$ cat src/rtl/booth_multiplier.sv
// ============================================================================
// Module   : booth_multiplier
// Purpose  : Multicycle signed Booth multiplier with registered 2*WIDTH result,
//            overflow flag, busy level and one-cycle ready pulse.
//            Define BOOTH_MULT_RADIX4_EN for radix-4 (WIDTH/2 cycles);
//            radix-2 (WIDTH cycles) otherwise.
// Revision : 1.0 - initial release
// ============================================================================
`default_nettype none

module booth_multiplier #(
  parameter int WIDTH = 32
) (
  input  logic             clock,
  input  logic             reset,
  input  logic             start,
  input  logic [WIDTH-1:0] multiplicand,
  input  logic [WIDTH-1:0] multiplier,
  output logic [WIDTH-1:0] product,
  output logic [WIDTH-1:0] product_hi,
  output logic             overflow,
  output logic             busy,
  output logic             ready
);

`ifdef BOOTH_MULT_RADIX4_EN
  localparam int ACC_W = WIDTH + 2;
  localparam int STEPS = WIDTH / 2;
`else
  localparam int ACC_W = WIDTH + 1;
  localparam int STEPS = WIDTH;
`endif
  localparam int CNT_W = $clog2(WIDTH);
  localparam logic [CNT_W-1:0] LAST = CNT_W'(STEPS - 1);

  typedef enum logic [1:0] {
    IDLE = 2'd0,
    RUN  = 2'd1,
    DONE = 2'd2
  } state_t;

  state_t             state;
  state_t             state_next;
  logic               accept;
  logic               last_step;

  logic [WIDTH-1:0]   a_reg;
  logic [ACC_W-1:0]   acc;
  logic [WIDTH-1:0]   q;
  logic               q_m1;
  logic [CNT_W-1:0]   count;

  logic [ACC_W-1:0]   a_ext;
  logic [ACC_W-1:0]   addend;
  logic [ACC_W-1:0]   sum;
  logic [ACC_W-1:0]   acc_next;
  logic [WIDTH-1:0]   q_next;
  logic               q_m1_next;
  logic [2*WIDTH-1:0] full;
  logic               ovf_next;

  always_ff @(posedge clock) begin
    if (!reset) state <= IDLE;
    else        state <= state_next;
  end

  always_comb begin
    state_next = state;
    accept     = 1'b0;
    last_step  = 1'b0;
    case (state)
      IDLE: begin
        if (start) begin
          state_next = RUN;
          accept     = 1'b1;
        end
      end
      RUN: begin
        if (count == LAST) begin
          state_next = DONE;
          last_step  = 1'b1;
        end
      end
      DONE: begin
        if (start) begin
          state_next = RUN;
          accept     = 1'b1;
        end else begin
          state_next = IDLE;
        end
      end
      default: state_next = IDLE;
    endcase
  end

  // One Booth step: choose the digit, add into the accumulator, shift right.
  always_comb begin
    a_ext  = {{(ACC_W-WIDTH){a_reg[WIDTH-1]}}, a_reg};
    addend = '0;
`ifdef BOOTH_MULT_RADIX4_EN
    case ({q[1:0], q_m1})
      3'b001, 3'b010: addend = a_ext;
      3'b011:         addend = a_ext << 1;
      3'b100:         addend = -(a_ext << 1);
      3'b101, 3'b110: addend = -a_ext;
      default:        addend = '0;
    endcase
    sum       = acc + addend;
    acc_next  = {{2{sum[ACC_W-1]}}, sum[ACC_W-1:2]};
    q_next    = {sum[1:0], q[WIDTH-1:2]};
    q_m1_next = q[1];
`else
    case ({q[0], q_m1})
      2'b01:   addend = a_ext;
      2'b10:   addend = -a_ext;
      default: addend = '0;
    endcase
    sum       = acc + addend;
    acc_next  = {sum[ACC_W-1], sum[ACC_W-1:1]};
    q_next    = {sum[0], q[WIDTH-1:1]};
    q_m1_next = q[0];
`endif
    full     = {acc_next[WIDTH-1:0], q_next};
    ovf_next = !((&full[2*WIDTH-1:WIDTH-1]) || !(|full[2*WIDTH-1:WIDTH-1]));
  end

  always_ff @(posedge clock) begin
    if (!reset) begin
      a_reg      <= '0;
      acc        <= '0;
      q          <= '0;
      q_m1       <= 1'b0;
      count      <= '0;
      product    <= '0;
      product_hi <= '0;
      overflow   <= 1'b0;
      busy       <= 1'b0;
      ready      <= 1'b0;
    end else begin
      busy  <= (state_next == RUN);
      ready <= (state_next == DONE);
      if (accept) begin
        a_reg <= multiplicand;
        q     <= multiplier;
        q_m1  <= 1'b0;
        acc   <= '0;
        count <= '0;
      end else if (state == RUN) begin
        acc   <= acc_next;
        q     <= q_next;
        q_m1  <= q_m1_next;
        count <= count + 1'b1;
      end
      // Results change only on the step that enters DONE.
      if (last_step) begin
        product    <= full[WIDTH-1:0];
        product_hi <= full[2*WIDTH-1:WIDTH];
        overflow   <= ovf_next;
      end
    end
  end

endmodule

`default_nettype wire

$ cat config.mk
export PLATFORM = sky130hd
export DESIGN_NAME = booth_multiplier
export DESIGN_NICKNAME = d
export VERILOG_FILES = /design/src/rtl/booth_multiplier.sv
export SDC_FILE = /design/constraint.sdc
export NUM_CORES = 1
export LEC_CHECK = 0
export BUFFER_PORTS_ARGS = -buffer_cell sky130_fd_sc_hd__buf_2
export CORE_MARGIN = 8
export CORE_UTILIZATION = 54
export CTS_BUF_LIST = sky130_fd_sc_hd__clkbuf_4
export DETAILED_ROUTE_END_ITERATION = 10
export GPL_TIMING_DRIVEN = 0
export PLACE_DENSITY = 0.9
export SLEW_MARGIN = 25
export SYNTH_ARGS = -nofsm -noshare
export SYNTH_HDL_FRONTEND = slang
export SYNTH_SLANG_ARGS = --single-unit
$ cat constraint.sdc
create_clock -name clock -period 4.3 [get_ports clock]
set_input_delay 0.43 -clock clock [delete_from_list [all_inputs] [get_ports clock]]
set_output_delay 0.43 -clock clock [all_outputs]
set_load 0.01 [all_outputs]
# --- Yosys cells after proc, flatten, opt, wreduce, memory -nomap -nowiden ---
# Cells that the tools add are included.
totals:
  out_inout_bits: 67
  ff_bits: 171
  latch_bits: 0
  in_bits: 67
  n_memories: 0
  mem_bits_ro: 0
  ram_bits: 0
  word_cells: 42
op_classes:
  n_mul: 0
  shifts: 0
  magnitude_cmp: 0
  muxes: 11
  eq_ne: 7
  addsub: 3
  n_bitwise: 1
  div_mod_pow: 0
  reduce_logical: 9
op_table:
  columns: ["op", "n"]
  rows:
  - ["$pmux W33 S2", 1]
  - ["$mux W32", 2]
  - ["$add A33 B33 Y33", 1]
  - ["$neg A33 Y33", 1]
  - ["$reduce_and A33 Y1", 1]
  - ["$reduce_or A33 Y1", 1]
  - ["$eq A2 B1 Y1 const B", 3]
  - ["$eq A2 B2 Y1 const B", 3]
  - ["$pmux W2 S3", 1]
  - ["$add A5 B1 Y5 const B", 1]
  - ["$eq A5 B5 Y1 const B", 1]
  - ["$mux W1", 5]
  - ["$mux W2", 2]
  - ["$reduce_or A2 Y1", 2]
  - ["$logic_not A1 Y1", 2]
  - ["$logic_not A2 Y1", 1]
  - ["$reduce_bool A2 Y1", 1]
  - ["$logic_or A1 B1 Y1", 1]
  - ["$not A1 Y1", 1]

# --- Logic depth before layout (Yosys ltp) ---
logic_depth:
  depth_word: 7
  mapped_depth: 22
  ltp_nobuf: 22

# --- Worst setup path after synthesis ---
# OpenSTA, ideal clock, no wires.
synth_path:
  path_type: "reg-to-reg"
  from: "register a_reg[0]"
  to: "register overflow"
  period_less_slack_ps: 4568
  t_arrival_ps: 4446
  path_stages_with_launch: 20
  path_slack_ps: -268
  setup_ps: 122
  path_cell_list: "dfxtp_1 -> or2_1 -> nor4_1 -> nor3b_2 -> and3b_1 -> nand3b_1 -> nand3b_1 -> a21oi_1 -> ha_1 -> clkbuf_1 -> nand4_1 -> or4_1 -> o31ai_1 -> a21oi_2 -> o211ai_1 -> xor2_1 -> or4_1 -> nor4_1 -> nand4_1 -> a221o_1"
synth_via:
  elab_chain_cells: 7
  elab_cells_between_ends: 8
  cone_classes: "2 x add/sub; 1 x mux; 5 x reduce/logical"
synth_rtl:
  columns: ["element", "line", "rtl"]
  rows:
  - ["start, declared", "47", "logic [WIDTH-1:0] a_reg;"]
  - ["start signal, assigned", "143", "a_reg <= multiplicand;"]
  - ["$neg A33 Y33", "115", "2'b10: addend = -a_ext;"]
  - ["$pmux W33 S2 (*)", "113", "case ({q[0], q_m1})"]
  - ["$add A33 B33 Y33 (*)", "118", "sum = acc + addend;"]
  - ["$reduce_or A33 Y1", "124", "ovf_next = !((&full[2*WIDTH-1:WIDTH-1]) || !(|full[2*WIDTH-1:WIDTH-1]));"]
  - ["$logic_not A1 Y1", "124", null]
  - ["$logic_or A1 B1 Y1 (*)", "124", null]
  - ["$logic_not A1 Y1 (*)", "124", null]
  - ["end signal, assigned", "158", "overflow <= ovf_next;"]
  - ["end, declared", "21", "output logic overflow,"]
# Mark *: on every way between the ends. The rest lies on a longest branch, timed or not.
# A chain may end at the register's enable or synchronous reset.

# --- Final worst setup path ---
layout_path:
  from: "register a_reg[8]"
  to: "register overflow"
# Same word-level chain as after synthesis.

==> impl_results.md <==
* Status: complete, but fails checks
* Violated checks: setup timing
* Yosys cell types at 64
* Largest family of logic cells by synthesized area: simple AND/OR/NAND/NOR gates
* Synthesized area per cell at 7.53 um2
* Util after Layout at approximately two thirds
* Overall Global Routing Usage at between 20% and 30%
* Drt pass-1 iters at 6
* Core area at 0.0172 mm2
* Die area at ~0.022 mm2
* Final min period at around 4.7 ns
* Mapped cell area at 0.00940 mm2
* Filler cells at 1376
* Layout cells sized above 1 at ~23%
* Worst Tran Pin Value at slightly below 0.8 ns
* Clock skew at between 0.03 and 0.04 ns
* Yosys warns at 0
* Htree depth at 4
* Worst-case reg-to-reg path depth at 17
* Hold Vio Cnt, Final at 0
* Post-detailed-route wirelength per cell at 17.8 um
* CP Cell Sequence: or4_4, nor2_4, and3b_2, nand3b_1, or3_4, nor3_4, a21bo_2, a32oi_2, nor2_1, ha_1, a21oi_1, o21ai_1, o41ai_2, xor2_2, nor3b_2, nand4_1, a221o_1
* Cts hold-fix bufs at 0
* Unrepaired setup endpoints after global routing: yes
* Critical path arrival at roughly 5.2 ns
* R2R setup slack at -0.41 ns
* Max Freq at around 210 MHz
* Dpl cell area at about 0.010 mm2
* Placed insts at approximately 1600
* Static Leakage at 4.94 nW
* Detail Placement HPWL at between 20 and 25 mm
* Ys flop type: dfxtp_1
* Clock transition at path regs at 0.16 ns
* Area leader, netlist: dfxtp_1
* Initial core utilization at 54.7%
* Total CTS buffers at 17
* Total of max-cap violations at 0
* Area taken by flip-flops and latches at about 0.0034 mm2
* Pwr/cell area at around 280 mW/mm2
* Antenna Violating Nets Remaining at 0
* Die Y-Extent at roughly 150 um
* Final period util at 110%
* CP max stage cell: or4_4
* Sequential area share after synthesis at a little over a third
* CTS Buffer Depth at 2
* Worst hold path stage count at 2
* Max stage delay on crit path at 0.56 ns
* Largest net degree at the start of global routing at 18
* Sum of negative setup slack at -1.57 ns
* Clk_lat worst skew at approximately 0.6 ns
* Max-slew headroom at between 40 and 50%
* Post-synth top area share at ~36%
* Xor and xnor area share after synthesis at under 10%
* Vias at 9970
* Count of pins over their slew limit at 0
* Hold Path Class: primary input to register
* EDFF count, synth at 0
* Fraction of the mapped netlist area in simple logic gates at ~27%
* Multi-input logic area at roughly 0.0062 mm2
* Grt total ovfl at 0
* Avg Vias per Cell at slightly below 6
* Setup WS post-layout at -0.413 ns
* #FFs+latches synth at about 170
* Vias in the first global route at around 9000
* Layout area overhead at 23.2%
* Adder-cell area share of the yosys netlist at about 5.1%
* First-pass GRT wire length at 45.1 mm
* Fin cells at roughly 1700
* Routed wire length at slightly below 30 mm
* Top post-synthesis cells by area: dfxtp_1 36%, nand2_1 14%, a21boi_0 6.7%
* Final non-filler cell area at 0.0116 mm2
* Crit Path Category: register to register
* Complex-gate fraction of the synthesized area at around a quarter
* I/O pin cnt at around 130
* Port bufs at approximately 130
* Hold_ws at 0.0500 ns
* Die X at roughly 150 um
* Clk sinks at roughly 170
* TritonCTS clock tree: yes
* Setup violators final at 9
* Post-synthesis cell count at around 1200
* Multiplexer share of the synthesized area at less than 1%
* VDD IR max at 0.230 mV
* Worst endpoint required time at 4.81 ns
* Nets@finish at between 1500 and 2000
* DRC viols at 0
* Critical Path Sink Type: register
* Net count after synthesis at around 1400
* FP Rows at 48
* Critical Path Start Type: register
* Ys async rst share at 0%
* CP max FO at 6
* CTS root buf: clkbuf_4
* Placer Congestion at 0.975
* Initial antenna violation count at 2
* DRT iter0 DRCs at 963
path summary, 6_finish.rpt:
kind	start	end
setup / recovery	a_reg[8]	overflow
hold / removal	multiplier[18]	q[18]
hold reg to reg	product_hi[23]	product_hi[23]
setup reg to reg	a_reg[8]	overflow
cell usage after synthesis (all sizes together) (3+ instances only):
cell type,n
a21boi,84
o31ai,3
inv,15
and2,14
nand2,352
nand3b,5
nand2b,5
a211oi,10
clkbuf,73
xor2,18
nor4b,3
ha,37
a21oi,99
o211ai,8
or2,4
a21o,8
or4,3
o21a,5
a311o,3
nor2b,4
or3,7
nor3b,3
nor4,8
a22oi,3
and3,11
xnor2,15
buf,9
nand4,11
dfxtp,171
o211a,36
a311oi,8
nor3,30
o21ai,35
nor2,70
nand3,48
cell type report:
| type | instances | area share [%] |
|---|---|---|
| antenna | 1 | 0.0216 |
| buffer | 75 | 2.64 |
| clock buffer | 17 | 1.10 |
| clock inverter | 15 | 1.35 |
| inverter | 16 | 0.551 |
| multi-input combinational | 980 | 53.8 |
| sequential | 171 | 29.6 |
| tap | 225 | 2.43 |
| timing repair buffer | 174 | 8.54 |
kinds of logic (layout without fill, tap and decap cells):
family | after synthesis | in the layout
buffers and inverters | 98 | 297
XOR/XNOR | 33 | 33
adder cells (fa/ha/maj) | 38 | 38
AND/OR/NAND/NOR | 584 | 584
multiplexers | 1 | 1
AO/OA/AOI/OAI | 324 | 324
flip-flops | 171 | 171
other | 0 | 1
critical path, delay by kind of cell (launching register included):
kind / cells / cell delay [ns]
flip-flops: 1 / 0.38
adder cells (fa/ha/maj): 1 / 0.28
AND/OR/NAND/NOR: 9 / 2.15
XOR/XNOR: 1 / 0.29
AO/OA/AOI/OAI: 6 / 1.54
layer usage:
layer / track usage (%) / share of wire (%)
met1: 29.6 / 39
met2: 41.8 / 47
met3: 6.70 / 9.3
met4: 12.6 / 4.1
met5: 0 / 0.027
metrics by stage:
stage	power, mW	setup WS, ns
after floorplan	2.06	-0.156
after global placement	2.21	-0.963
after detailed placement	2.22	-1.03
after CTS	3.19	-0.432
after global routing	3.40	-0.618
final	3.27	-0.413
where the power goes:
part	switching, mW	internal (mW)
clock network	0.628	0.309
logic	0.376	0.257
registers	0.0593	1.64
layout by cell type (no fill, tap or decap), types with 9 or more instances in the layout:
cell / count
a21boi_0: 80
a21oi_1: 79
a21oi_2: 16
and2_1: 14
and3_1: 9
buf_2: 136
buf_4: 39
clkbuf_1: 57
clkbuf_4: 18
dfxtp_1: 167
ha_1: 22
inv_1: 15
nand2_1: 348
nand3_1: 47
nand4_1: 11
nor2_1: 62
nor3_1: 23
o211a_1: 36
o21ai_0: 25
xnor2_1: 11
xor2_1: 11
what timing repair did:
| action | 4_1_cts | 5_1_grt |
|---|---|---|
| setup endpoints to repair | 34 | 29 |
| pin swaps | 35 | 28 |
| setup buffers | 28 | 15 |
| hold endpoints to repair | 0 | 0 |
| resized for setup | 66 | 92 |
(Power assumes the default switching activity.)
